[src/rtl/fpga_link_transmitter.sv]
// fpga_link_transmitter: serialises a host word onto a single data line,
// one four-phase req/ack handshake per bit, with optional parity and timeout.
//
// Ports:
//   clk      - single clock, all state on the rising edge
//   reset    - asynchronous active-low reset
//   send     - host request level, launches one frame per rising level
//   data_in  - payload word, captured in LOAD only
//   ack_in   - remote acknowledge, asynchronous, synchronised internally
//   tx_bit   - current serial bit
//   tx_req   - bit-valid request to the remote board
//   busy     - low only while idle and re-armed
//   done     - one-cycle pulse when a frame completes
//   error    - one-cycle pulse when an acknowledge wait times out
module fpga_link_transmitter #(
    parameter int DATA_W      = 8,
    parameter int PARITY      = 0,
    parameter int MSB_FIRST   = 1,
    parameter int TIMEOUT     = 1023,
    parameter int SYNC_STAGES = 2
) (
    input  logic              clk,
    input  logic              reset,
    input  logic              send,
    input  logic [DATA_W-1:0] data_in,
    input  logic              ack_in,
    output logic              tx_bit,
    output logic              tx_req,
    output logic              busy,
    output logic              done,
    output logic              error
);

    localparam int N    = DATA_W + ((PARITY != 0) ? 1 : 0);
    localparam int BC_W = $clog2(N + 1);
    localparam int WC_W = (TIMEOUT > 0) ? $clog2(TIMEOUT + 1) : 1;

    localparam logic [BC_W-1:0] LAST = BC_W'(N - 1);
    localparam logic [WC_W-1:0] TMAX = WC_W'(TIMEOUT);

    typedef enum logic [2:0] {
        S_IDLE,
        S_LOAD,
        S_REQ_HI,
        S_REQ_LO,
        S_NEXT,
        S_DONE,
        S_ERR,
        S_HOLD
    } state_t;

    state_t                 state;
    logic [N-1:0]           sreg;
    logic [N-1:0]           shifted;
    logic [N-1:0]           frame;
    logic [DATA_W-1:0]      ordered;
    logic                   par_bit;
    logic [BC_W-1:0]        bcnt;
    logic [WC_W-1:0]        wcnt;
    logic [SYNC_STAGES-1:0] ack_sync;
    logic                   ack_s;
    logic                   timed_out;

    always_ff @(posedge clk or negedge reset) begin
        if (!reset) begin
            ack_sync <= '0;
        end else begin
            ack_sync <= {ack_sync[SYNC_STAGES-2:0], ack_in};
        end
    end

    assign ack_s = ack_sync[SYNC_STAGES-1];

    // The frame is held with the next bit to send in the top position,
    // so the payload is pre-ordered and parity lands in bit 0.
    always_comb begin
        ordered = data_in;
        if (MSB_FIRST == 0) begin
            for (int i = 0; i < DATA_W; i++) begin
                ordered[i] = data_in[DATA_W-1-i];
            end
        end
        par_bit = (^data_in) ^ (PARITY == 2);
        frame = '0;
        frame[N-1 -: DATA_W] = ordered;
        if (PARITY != 0) begin
            frame[0] = par_bit;
        end
    end

    assign shifted   = sreg << 1;
    assign timed_out = (TIMEOUT != 0) && (wcnt == TMAX);

    always_ff @(posedge clk or negedge reset) begin
        if (!reset) begin
            state  <= S_HOLD;
            sreg   <= '0;
            bcnt   <= '0;
            wcnt   <= '0;
            tx_bit <= 1'b0;
            tx_req <= 1'b0;
            busy   <= 1'b1;
            done   <= 1'b0;
            error  <= 1'b0;
        end else begin
            done  <= 1'b0;
            error <= 1'b0;
            case (state)
                S_IDLE: begin
                    if (send) begin
                        state <= S_LOAD;
                        busy  <= 1'b1;
                    end
                end
                S_LOAD: begin
                    sreg   <= frame;
                    tx_bit <= frame[N-1];
                    bcnt   <= '0;
                    wcnt   <= '0;
                    state  <= S_REQ_HI;
                end
                S_REQ_HI: begin
                    // Only accept ack once our request is actually visible,
                    // so a stale high ack still yields a real req pulse.
                    if (tx_req && ack_s) begin
                        tx_req <= 1'b0;
                        wcnt   <= '0;
                        state  <= S_REQ_LO;
                    end else if (timed_out) begin
                        tx_req <= 1'b0;
                        error  <= 1'b1;
                        state  <= S_ERR;
                    end else begin
                        tx_req <= 1'b1;
                        wcnt   <= wcnt + 1'b1;
                    end
                end
                S_REQ_LO: begin
                    if (!ack_s) begin
                        if (bcnt == LAST) begin
                            done  <= 1'b1;
                            state <= S_DONE;
                        end else begin
                            state <= S_NEXT;
                        end
                    end else if (timed_out) begin
                        error <= 1'b1;
                        state <= S_ERR;
                    end else begin
                        wcnt <= wcnt + 1'b1;
                    end
                end
                S_NEXT: begin
                    sreg   <= shifted;
                    tx_bit <= shifted[N-1];
                    bcnt   <= bcnt + 1'b1;
                    wcnt   <= '0;
                    state  <= S_REQ_HI;
                end
                S_DONE: begin
                    state <= S_HOLD;
                end
                S_ERR: begin
                    state <= S_HOLD;
                end
                S_HOLD: begin
                    // Re-arm only after the host drops send.
                    if (!send) begin
                        busy  <= 1'b0;
                        state <= S_IDLE;
                    end
                end
                default: begin
                    state <= S_HOLD;
                end
            endcase
        end
    end

endmodule
[config.mk]
export PLATFORM = sky130hd
export DESIGN_NAME = fpga_link_transmitter
export DESIGN_NICKNAME = d
export VERILOG_FILES = /design/src/rtl/fpga_link_transmitter.sv
export SDC_FILE = /design/constraint.sdc
export NUM_CORES = 1
export LEC_CHECK = 0
export ABC_AREA = 1
export CELL_PAD_IN_SITES_DETAIL_PLACEMENT = 0
export CELL_PAD_IN_SITES_GLOBAL_PLACEMENT = 2
export CORE_ASPECT_RATIO = 1.4
export CORE_MARGIN = 3
export CORE_UTILIZATION = 35
export DETAILED_ROUTE_END_ITERATION = 6
export PLACE_DENSITY = 0.81
export SYNTH_ARGS = -nofsm -noshare
export SYNTH_HDL_FRONTEND = slang
export SYNTH_SLANG_ARGS = --single-unit
[constraint.sdc]
create_clock -name clk -period 3.3 [get_ports clk]
set_input_delay 0.66 -clock clk [delete_from_list [all_inputs] [get_ports clk]]
set_output_delay 0.66 -clock clk [all_outputs]
set_load 0.05 [all_outputs]
# [Word-level counts from Yosys, hierarchy flattened]
# Cells that the tools add are included.
[word_totals] latchBits=0 ram_bits=0 wordCells=60 output_inout_bits=5 register_bits=31 inputBits=12 mem_bits_ro=0 mem_count=0
[classes] eq_ne=12 n_mux=26 mul=0 div=0 shift=0 n_addsub=2 magnitude_cmp=0 bitwise_logic=0 n_reduce_logical=10
[ops] operator="10-bit 2-to-1 mux" count=3
[ops] operator="10-bit one-hot mux with 3 select lines" count=1
[ops] operator="3-bit one-hot mux with 6 select lines" count=1
[ops] operator="3-bit 2-to-1 mux" count=5
[ops] operator="7-bit one-hot mux with 2 select lines" count=1
[ops] operator="3-bit equality test (second input constant)" count=4
[ops] operator="1-bit 2-to-1 mux" count=11
[ops] operator="10-bit by 1-bit adder with 10-bit output (second input constant)" count=1
[ops] operator="10-bit equality test (second input constant)" count=1
[ops] operator="4-bit one-hot mux with 2 select lines" count=1
[ops] operator="3-bit by 2-bit equality test with 1-bit output (second input constant)" count=2
[ops] operator="2-bit inequality test (second input constant)" count=3
[ops] operator="1-bit one-hot mux with 2 select lines" count=3
[ops] operator="4-bit by 1-bit adder with 4-bit output (second input constant)" count=1
[ops] operator="4-bit by 3-bit equality test with 1-bit output (second input constant)" count=1
[ops] operator="2-bit AND reduction" count=2
[ops] operator="2-bit nonzero test" count=2
[ops] operator="2-bit OR reduction" count=2
[ops] operator="3-bit by 1-bit equality test with 1-bit output (second input constant)" count=1
[ops] operator="3-bit zero test" count=1
[ops] operator="3-bit AND reduction" count=1
[ops] operator="3-bit nonzero test" count=1
[ops] operator="1-bit logical AND" count=1

# [Longest topological paths before layout]
# Gate-level depths: netlist of the first run.
[logic_depth] word_depth=4 depth_mapped=10 depth_no_buf=10

# [Least setup slack after synthesis of the first run]
# No wires, ideal clock.
[synth_path] path_type="reg2reg" start="reg wcnt[0]" end="reg wcnt[0]" setup_slack_ns=1.853 stages_incl_launch_ff=9 setup_time_ns=0.123 period_less_slack_ns=1.447 t_arrival_ns=1.324 required_time_ns=3.177 path_buffers=1 path_cell_list="dfrtp_1 ha_1 nand2_1 nor2_2 nand3_1 buf_4 nand2_1 xor2_1 nor2_1"
[synth_between] elab_chain_cells=4 elab_cells_between_ends=6 classes_between="1 x add/sub; 1 x eq/ne; 4 x mux"
[synth_lines] element="start, declared" line="59" rtl="logic [WC_W-1:0] wcnt;"
[synth_lines] element="start signal, assigned" line="135" rtl="wcnt <= wcnt + 1'b1;"
[synth_lines] element="start signal, assigned" line="150" rtl="wcnt <= wcnt + 1'b1;"
[synth_lines] element="10-bit by 1-bit adder with 10-bit output / 10-bit equality test (equally long branches)" line="135, 150, 92"
[synth_lines] element="10-bit 2-to-1 mux (*)" line="129, 146"
[synth_lines] element="10-bit 2-to-1 mux, on equally long branches" line="139, 125"
[synth_lines] element="10-bit one-hot mux with 3 select lines (*)" line="108" rtl="case (state)"
# Mark *: on every way between the ends. The rest lies on a longest branch, timed or not. The select of a mux whose other input is x is not followed.
# A chain may end at the register's enable or synchronous reset.

# [Worst setup path in the final report of the first run]
[layout_path] start="reg busy" end="out busy"
[layout_rtl] element="start, declared" line="29" rtl="output logic busy,"
[layout_rtl] element="start signal, assigned" line="102" rtl="busy <= 1'b1;"
[layout_rtl] element="start signal, assigned" line="112" rtl="busy <= 1'b1;"
[layout_rtl] element="start signal, assigned" line="169" rtl="busy <= 1'b0;"
# No word-level cell between the ends.

==> impl_metrics.env, run 1 <==
export IMPL_status="complete, no violations"
export IMPL_vias=1415
export IMPL_post_drt_via_cell_ratio=4.91
export IMPL_tns_ns=0
export IMPL_wl_um=3540
export IMPL_cp_buffers_inverters=1
export IMPL_dp_hpwl_um=2680
export IMPL_maxCapViolCount=0
export IMPL_antenna_found_initial=0
export IMPL_post_cts_buffers=0
export IMPL_ant_nets=0
export IMPL_ys_warn_count=0
export IMPL_cts_hold_buf=0
export IMPL_cts_path_max_buffers=2
export IMPL_tightest_slew_ns=0.506
export IMPL_nets=241
export IMPL_avgSynthCellArea_um2=7.92
export IMPL_die_h_um=86.6
export IMPL_clkSlewWorstSetupHoldPaths_ns=0.06
export IMPL_rsz0062_at_grt="no"
export IMPL_yosysSeqAreaShare=0.481
export IMPL_start_kind="flop"
export IMPL_place_ws_ns=1.34
export IMPL_cts_root_buffer="clkbuf_8"
export IMPL_insertion_delay_ns=0.28
export IMPL_diodes=0
export IMPL_numCtsBuffers=5
export IMPL_synth_area_um2=1620
export IMPL_syn_nets=219
export IMPL_final_cell_mix="54 x nand2_1, 30 x inv_1, 27 x dfrtp_1, 22 x nor2_1, 19 x nand3_1"
export IMPL_routedWlPerCell_um=12.3
export IMPL_firstDrtPassIters=4
export IMPL_critPathKind="reg -> out"
export IMPL_dieArea_um2=5500
export IMPL_overflow=0
export IMPL_hold_class="reg -> reg"
export IMPL_worst_ep_arrival_time_ns=1.60
export IMPL_power_density_nw_per_um2=819
export IMPL_setup_viol=0
export IMPL_slew_violations=0
export IMPL_port_buffers=16
export IMPL_endpoint_kind="output port"
export IMPL_area_delta_synth_final_pct=20.0
export IMPL_start_util=0.374
export IMPL_fin_skew_ns=0.00664
export IMPL_period_minus_slack_ns=2.26
export IMPL_cts_htree_levels=2
export IMPL_synth_cell_types=29
export IMPL_drc=0
export IMPL_crit_required_ns=2.64
export IMPL_core_area_um2=4340
export IMPL_io_pins=17
export IMPL_synth_seq_cells=31
export IMPL_layout_commonest_cell="nand2_1"
export IMPL_cts_tree="done"
export IMPL_postCtsResizedCells=0
export IMPL_hold_violations=0
export IMPL_synth_cells=205
export IMPL_grt_usage=0.148
export IMPL_place_congestion=0.717
export IMPL_drive_gt1_frac=0.0921
export IMPL_final_period_utilization=0.685
export IMPL_max_stage_delay_ns=0.80
export IMPL_slew_headroom=0.662
export IMPL_critical_path_slowest_cell="clkdlybuf4s50_1"
export IMPL_cp_cell_sequence="clkdlybuf4s50_1"
export IMPL_rows=28
export IMPL_grt_pass1_vias=1481
export IMPL_fmax_mhz=443
export IMPL_critPathMaxFanout=2
export IMPL_drt_iter0_markers=53
export IMPL_grt_start_max_net_pins=32
export IMPL_cp_top_family="buffers and inverters"
export IMPL_finalWorstSetupSlack_ns=1.04
export IMPL_fp_dieW_um=63.6
export IMPL_grt_pass1_wl_um=6440
export IMPL_cts_num_sinks=31
export IMPL_vdd_ir_drop_max_mv=0.360
export IMPL_leakage_uw=0.000968
-- worst register-to-register path, cell delays in order (launching register included) --
cell     delay, ns
dfrtp_1       0.40
ha_1          0.18
nand2_1       0.11
nor2_2        0.17
nand3_1       0.38
nand2_1       0.22
nor2_1        0.07
a21oi_1       0.12
nor2_1        0.06
-- worst paths after layout --
path	startpoint	end	slack, ns	cells after the start
max	busy	busy	1.04	1
min	ack_sync[0]	ack_sync[1]	0.36	0
max reg2reg	wcnt[0]	wcnt[6]	1.48	8
min reg2reg	ack_sync[0]	ack_sync[1]	0.36	0
max in group asynchronous	reset	busy	2.20	2
min in group asynchronous	reset	wcnt[8]	0.77	2
-- per-layer routing --
metal,GRT usage,part of all wire,vias to the layer above
met5,0,0,-
met4,0.0530,0.011,0
met3,0.0324,0.033,6
met2,0.272,0.53,20
met1,0.168,0.43,674
li1,-,-,715
-- layout make-up --
| class | instances | area [um^2] |
|---|---|---|
| sequential | 31 | 781 |
| inverter | 31 | 116 |
| fill | 471 | 2400 |
| timing repair buffer | 17 | 168 |
| tap | 60 | 75.1 |
| multi-input combinational | 141 | 707 |
| clock buffer | 8 | 100 |
-- state kept, by name, summed over array words and instances (netlist names) --
| name | flops |
|---|---|
| ack_sync | 2 |
| bcnt | 4 |
| tx_req | 1 |
| done | 1 |
| busy | 1 |
| state | 3 |
| tx_bit | 1 |
| error | 1 |
| sreg | 7 |
| wcnt | 10 |
-- logic make-up after synthesis --
kind of cell / count (synthesis) / synth area share
XOR/XNOR: 1 / 0.00540
adder cells (fa/ha/maj): 2 / 0.0154
buffers and inverters: 33 / 0.0833
AO/OA/AOI/OAI: 29 / 0.114
flip-flops: 31 / 0.481
AND/OR/NAND/NOR: 109 / 0.301
-- power by group --
group	total, uW	switching (uW)	internal [uW]
sequential	610	94.2	516
combinational	657	423	233
clock	328	138	190
-- synthesized netlist by cell type (all sizes together) --
cell,count,area [um^2]
a21oi,9,45.0
a22o,1,8.76
a32o,1,10.0
buf,2,18.8
dfrtp,27,676
dfstp,4,105
ha,2,25.0
inv,31,116
nand2,56,220
nand3,19,95.1
nand3b,1,20.0
nand4,4,25.0
nor2,25,106
nor3,3,15.0
o2111ai,1,8.76
o211ai,2,15.0
o21ai,9,48.8
o21bai,1,7.51
o221ai,4,35.0
o22ai,1,6.26
or2,1,6.26
xor2,1,8.76
-- stage by stage --
step | hold slack [ns] | std cells | util | area [um^2] | total power [uW]
floorplan | 0.331 | 205 | - | 1620 | 1120
global placement | 0.334 | 280 | 0.425 | 1850 | 1270
detailed placement | 0.353 | 280 | 0.425 | 1850 | 1280
CTS | 0.368 | 288 | 0.448 | 1950 | 1620
global route | 0.367 | 288 | 0.448 | 1950 | 1750
finish | 0.362 | 288 | 0.448 | 1950 | 1590
Note: power is estimated with default switching activity, not from simulation.
==> inputs of run 2 (changes only) <==
--- a/config.mk
+++ b/config.mk
@@ -10,9 +10,9 @@
 export CELL_PAD_IN_SITES_GLOBAL_PLACEMENT = 2
 export CORE_ASPECT_RATIO = 1.4
 export CORE_MARGIN = 3
-export CORE_UTILIZATION = 35
+export CORE_UTILIZATION = 33
 export DETAILED_ROUTE_END_ITERATION = 6
-export PLACE_DENSITY = 0.81
+export PLACE_DENSITY = 0.77
 export SYNTH_ARGS = -nofsm -noshare
 export SYNTH_HDL_FRONTEND = slang
 export SYNTH_SLANG_ARGS = --single-unit
==> constraint.sdc (replaced) <==
create_clock -name clk -period 2.4 [get_ports clk]
set_input_delay 0.48 -clock clk [delete_from_list [all_inputs] [get_ports clk]]
set_output_delay 0.48 -clock clk [all_outputs]
set_load 0.05 [all_outputs]
==> run 2 against run 1 <==
Effect of this change: first-iteration DRC count shrank 45%; clock-buffer cell count shrank 1; final cell count grew 0.69%; power grew 35%.
==> impl_metrics.env, run 2 (synthesis gave the netlist of run 1 again) <==
export IMPL_status="complete, no violations"
export IMPL_overflow=0
export IMPL_port_buffers=16
export IMPL_r2r_start="wcnt[0]"
export IMPL_numCtsBuffers=5
export IMPL_dp_hpwl_um=2860
export IMPL_endpoint_kind="output port"
export IMPL_reg2reg_slack_ns=0.58
export IMPL_diodes=0
export IMPL_cts_path_max_buffers=2
export IMPL_place_ws_ns=0.599
export IMPL_hold_class="reg -> reg"
export IMPL_final_period_utilization=0.862
export IMPL_slew_headroom=0.667
export IMPL_worst_ep_arrival_time_ns=1.59
export IMPL_hold_depth=0
export IMPL_vdd_ir_drop_max_mv=0.481
export IMPL_start_kind="flop"
export IMPL_hold_violations=0
export IMPL_nets=241
export IMPL_grt_pass1_vias=1461
export IMPL_rows=29
export IMPL_cp_buffers_inverters=1
export IMPL_whs_endpoint="ack_sync[1]"
export IMPL_area_delta_synth_final_pct=19.0
export IMPL_postCtsResizedCells=0
export IMPL_vias=1412
export IMPL_r2r_cells=8
export IMPL_drive_gt1_frac=0.0877
export IMPL_drc=0
export IMPL_maxCapViolCount=0
export IMPL_clkSlewWorstSetupHoldPaths_ns=0.06
export IMPL_reg_top3="wcnt: 10 flops, sreg: 7 flops, bcnt: 4 flops"
export IMPL_largest_reg_flops=10
export IMPL_antenna_found_initial=0
export IMPL_fill_cells=517
export IMPL_fin_skew_ns=0.00560
export IMPL_regArea_um2=781
export IMPL_critical_path_slowest_cell="clkdlybuf4s50_1"
export IMPL_cts_tree="done"
export IMPL_core_area_um2=4640
export IMPL_rsz0062_at_grt="no"
export IMPL_fp_dieW_um=65.3
export IMPL_cp_cell_sequence="clkdlybuf4s50_1"
export IMPL_tns_ns=0
export IMPL_setup_viol=0
export IMPL_post_cts_buffers=0
export IMPL_final_cell_mix="54 x nand2_1, 30 x inv_1, 27 x dfrtp_1, 22 x nor2_1, 19 x nand3_1"
export IMPL_multi_input_area_um2=707
export IMPL_max_stage_delay_ns=0.79
export IMPL_period_minus_slack_ns=2.07
export IMPL_insertion_delay_ns=0.28
export IMPL_wl_um=3710
export IMPL_start_util=0.349
export IMPL_dieArea_um2=5810
export IMPL_crit_required_ns=1.92
export IMPL_cp_depth=1
export IMPL_grt_start_max_net_pins=32
export IMPL_cts_hold_buf=0
export IMPL_layout_commonest_cell="nand2_1"
export IMPL_r2r_end="wcnt[6]"
export IMPL_cp_top_family="buffers and inverters"
export IMPL_cts_root_buffer="clkbuf_8"
export IMPL_largest_register="wcnt"
export IMPL_fmax_mhz=483
export IMPL_min_from="ack_sync[0]"
export IMPL_place_congestion=0.742
export IMPL_io_pins=17
export IMPL_post_drt_via_cell_ratio=4.87
export IMPL_grt_pass1_wl_um=6490
export IMPL_drt_iter0_markers=29
export IMPL_critPathKind="reg -> out"
export IMPL_leakage_uw=0.000959
export IMPL_finalWorstSetupSlack_ns=0.331
export IMPL_die_h_um=89.0
export IMPL_routedWlPerCell_um=12.8
export IMPL_cts_num_sinks=31
export IMPL_power_density_nw_per_um2=1120
export IMPL_power_total_uw=2150
export IMPL_cts_htree_levels=2
export IMPL_slew_violations=0
export IMPL_firstDrtPassIters=4
export IMPL_critPathMaxFanout=2
export IMPL_ant_nets=0
export IMPL_tightest_slew_ns=0.498
export IMPL_grt_usage=0.147
[run 2: cell count changes in the layout (fill, tap and decap cells not counted), sizes merged]
| cell | before | now |
|---|---|---|
| clkinv | 0 | 1 |
| clkbuf | 8 | 7 |
[run 2: metrics by stage]
stage	area, um^2	utilization	instances	hold WS [ns]
finish	1930	0.416	290	0.351
global route	1930	0.416	290	0.368
CTS	1930	0.416	290	0.354
detailed placement	1850	0.398	282	0.339
global placement	1850	0.398	282	0.336
floorplan	1620	-	205	0.184
[run 2: per-layer routing]
| metal | routed length, um | part of all wire | global-route usage |
|---|---|---|---|
| met1 | 1490 | 0.40 | 0.150 |
| met2 | 2060 | 0.56 | 0.289 |
| met3 | 115 | 0.031 | 0.0352 |
| met4 | 42 | 0.011 | 0.0491 |
| met5 | 0 | 0 | 0 |
[run 2: final cells by class]
cell class | instances | area share
multi-input combinational | 141 | 0.366
clock inverter | 1 | 0.00259
clock buffer | 7 | 0.0395
sequential | 31 | 0.404
inverter | 31 | 0.0603
tap | 62 | 0.0402
timing repair buffer | 17 | 0.0868
[run 2: power by group]
part	switching, uW	leakage, uW	internal, uW
Sequential	139	0.000392	709
Clock	187	0.0000422	203
Combinational	592	0.000525	322
[run 2: worst max path at each step]
stage	start	end	slack (ns)
detailed placement	wcnt[0]	wcnt[6]	0.60
global placement	busy	busy	0.62
CTS	busy	busy	0.31
floorplan	wcnt[0]	wcnt[0]	0.95
global route	busy	busy	0.30
finish	busy	busy	0.33
==> inputs of run 3 (changes only) <==
--- a/config.mk
+++ b/config.mk
@@ -5,13 +5,14 @@
 export SDC_FILE = /design/constraint.sdc
 export NUM_CORES = 1
 export LEC_CHECK = 0
-export ABC_AREA = 1
 export CELL_PAD_IN_SITES_DETAIL_PLACEMENT = 0
 export CELL_PAD_IN_SITES_GLOBAL_PLACEMENT = 2
 export CORE_ASPECT_RATIO = 1.4
 export CORE_MARGIN = 3
-export CORE_UTILIZATION = 33
+export CORE_UTILIZATION = 35
+export CTS_CLUSTER_DIAMETER = 40
 export DETAILED_ROUTE_END_ITERATION = 6
+export GPL_TIMING_DRIVEN = 0
 export PLACE_DENSITY = 0.77
 export SYNTH_ARGS = -nofsm -noshare
 export SYNTH_HDL_FRONTEND = slang
==> run 3 against run 2 <==
Effect of this change: synthesized cell count is 7.3% lower; utilization rose by 1.6 points; clock power increased by 18%; sequential power shrank 2%; sequential share of layout area is 3.3 points lower; fmax shrank 1.3%; non-clock buffer count rose by 11; global-route usage up 2.2 points; combinational power rose by 35%; worst hold slack worse by 0.095 ns; critical path type unchanged; largest cell class is now multi-input combinational cells; largest power group unchanged; highest routed layer unchanged.
==> impl_metrics.env, run 3 <==
export IMPL_status="complete, no violations"
export IMPL_synth_area_um2=1770
export IMPL_power_density_nw_per_um2=1200
export IMPL_reg2reg_slack_ns=0.62
export IMPL_antenna_found_initial=0
export IMPL_ant_nets=0
export IMPL_cts_num_sinks=31
export IMPL_grt_usage=0.169
export IMPL_syn_nets=204
export IMPL_dp_hpwl_um=3250
export IMPL_use_met3=0.0400
export IMPL_yosysSeqAreaShare=0.441
export IMPL_hold_class="in -> async"
export IMPL_clkSlewWorstSetupHoldPaths_ns=0.07
export IMPL_die_h_um=90.1
export IMPL_grt_pass1_vias=1717
export IMPL_dieArea_um2=5960
export IMPL_hold_violations=0
export IMPL_synth_top_family_by_area="compound AO/OA/AOI/OAI gates"
export IMPL_synth_compound_area_frac=0.291
export IMPL_start_kind="flop"
export IMPL_critical_path_slowest_cell="clkdlybuf4s50_1"
export IMPL_drt_iter0_markers=96
export IMPL_vdd_ir_drop_max_mv=0.444
export IMPL_synth_edf_count=0
export IMPL_reg_top3="wcnt: 10 flops, sreg: 7 flops, bcnt: 4 flops"
export IMPL_cts_htree_levels=2
export IMPL_setup_viol=0
export IMPL_largest_register="wcnt"
export IMPL_finalInstanceArea_um2=2100
export IMPL_io_pins=17
export IMPL_final_period_utilization=0.874
export IMPL_maxCapViolCount=0
export IMPL_critPathMaxFanout=3
export IMPL_firstDrtPassIters=4
export IMPL_post_synth_top_count_cell="dfrtp_1"
export IMPL_cp_top_family="buffers and inverters"
export IMPL_area_delta_synth_final_pct=19.0
export IMPL_fmax_mhz=477
export IMPL_place_congestion=0.792
export IMPL_numCtsBuffers=5
export IMPL_finalWorstSetupSlack_ns=0.303
export IMPL_synth_ff_type="dfrtp_1"
export IMPL_met1_usage=0.199
export IMPL_synth_cells=190
export IMPL_postCtsResizedCells=0
export IMPL_overflow=0
export IMPL_yosysTopAreaCell="dfrtp_1"
export IMPL_tns_ns=0
export IMPL_endpoint_kind="output port"
export IMPL_largest_reg_flops=10
export IMPL_worst_ep_arrival_time_ns=1.62
export IMPL_placed_area_um2=2000
export IMPL_fin_skew_ns=0.00673
export IMPL_layout_commonest_cell="dfrtp_1"
export IMPL_synth_top_area_frac=0.382
export IMPL_place_ws_ns=0.612
export IMPL_start_util=0.363
export IMPL_async_reset_ff_frac=1.00
export IMPL_diodes=0
export IMPL_drive_gt1_frac=0.112
export IMPL_insertion_delay_ns=0.28
export IMPL_muxShareOfSynthArea=0.0113
export IMPL_grt_busiest_layer="met2"
export IMPL_synth_area_top_cells="dfrtp_1 38%, a21oi_1 6.2%, dfstp_2 5.9%"
export IMPL_crit_required_ns=1.92
export IMPL_instances_no_fill=278
export IMPL_cts_path_max_buffers=2
export IMPL_synth_cell_types=46
export IMPL_tightest_slew_ns=0.736
export IMPL_ys_top_cells_by_count="27 x dfrtp_1, 22 x a21oi_1, 18 x o21ai_0"
export IMPL_synth_fa_ha_area_frac=0.0141
export IMPL_post_drt_via_cell_ratio=5.85
export IMPL_yosys_area_share_simple=0.185
export IMPL_nets=227
export IMPL_dp_cells=270
export IMPL_avgSynthCellArea_um2=9.31
export IMPL_slew_headroom=0.509
export IMPL_synth_seq_cells=31
export IMPL_leakage_uw=0.000827
export IMPL_synthXorXnorAreaFrac=0
export IMPL_cp_buffers_inverters=1
export IMPL_cts_tree="done"
export IMPL_grt_start_max_net_pins=32
export IMPL_rsz0062_at_grt="no"
export IMPL_routedWlPerCell_um=16.4
export IMPL_port_buffers=16
export IMPL_grt_pass1_wl_um=7960
export IMPL_core_area_um2=4880
export IMPL_cts_root_buffer="clkbuf_8"
export IMPL_vias=1625
export IMPL_max_stage_delay_ns=0.80
export IMPL_wl_um=4550
export IMPL_met2_usage=0.292
export IMPL_post_cts_buffers=0
export IMPL_drc=0
export IMPL_critPathKind="reg -> out"
export IMPL_period_minus_slack_ns=2.10
export IMPL_rows=30
export IMPL_final_cell_mix="27 x dfrtp_1, 22 x a21oi_1, 18 x o21ai_0, 15 x o22ai_1, 15 x clkdlybuf4s50_1"
export IMPL_ys_warn_count=0
export IMPL_cp_cell_sequence="clkdlybuf4s50_1"
export IMPL_cts_hold_buf=0
export IMPL_fp_dieW_um=66.1
export IMPL_slew_violations=0
-- run 3: cell count changes after synthesis, sizes merged, moves of 7 or more --
cell	delta
a21oi	+13
clkbuf	+8
inv	-23
nand2	-43
nand2b	+7
nand3	-13
nor2	-22
o21ai	+10
o22a	+7
o22ai	+14
-- run 3: layout make-up --
class	instances	area, um^2
Buffer	12	67.6
Clock buffer	8	100
Fill cell	503	2780
Inverter	9	33.8
Multi-Input combinational cell	138	887
Sequential cell	31	781
Tap cell	64	80.1
Timing Repair Buffer	16	155
-- run 3: metrics by stage --
stage	hold WS, ns	power, uW	util
6_report	0.257	2520	0.431
5_1_grt	0.307	2740	0.431
4_1_cts	0.278	2550	0.431
3_5_place_dp	0.336	2080	0.411
3_3_place_gp	0.336	2030	0.412
2_1_floorplan	0.184	1740	-
-- run 3: metal layers --
layer / wire (um) / share of wire
met1: 1820 / 0.40
met2: 2500 / 0.55
met3: 169 / 0.037
met4: 67 / 0.015
met5: 0 / 0
-- run 3: worst paths after layout --
check | from | cells past startpoint | to
max | busy | 1 | busy
min | reset | 1 | wcnt[2]
max reg2reg | state[1] | 5 | bcnt[0]
min reg2reg | ack_sync[0] | 0 | ack_sync[1]
max in group asynchronous | reset | 1 | ack_sync[0]
min in group clk | ack_sync[0] | 0 | ack_sync[1]
-- run 3: report_power, final --
group          internal [uW]  leakage (uW)  switching [uW]  total [uW]
sequential               688      0.000390             143         831
clock                    262     0.0000515             198         460
combinational            493      0.000386             738        1230
-- run 3: worst reg2reg max path, stage by stage (launching register included) --
cell and delay [ns]:
dfstp_2 0.52, buf_4 0.15, clkinv_1 0.28, nand2_1 0.41, o21ai_0 0.13, a22o_1 0.18
-- run 3: kinds of logic (layout without fill, tap and decap cells) --
logic type / count (synthesis) / in the layout
AOI/OAI and AO/OA: 81 / 81
DFF: 31 / 31
buffers and inverters: 21 / 45
adders and majority gates: 2 / 2
muxes: 2 / 2
and+or+nand+nor: 53 / 53
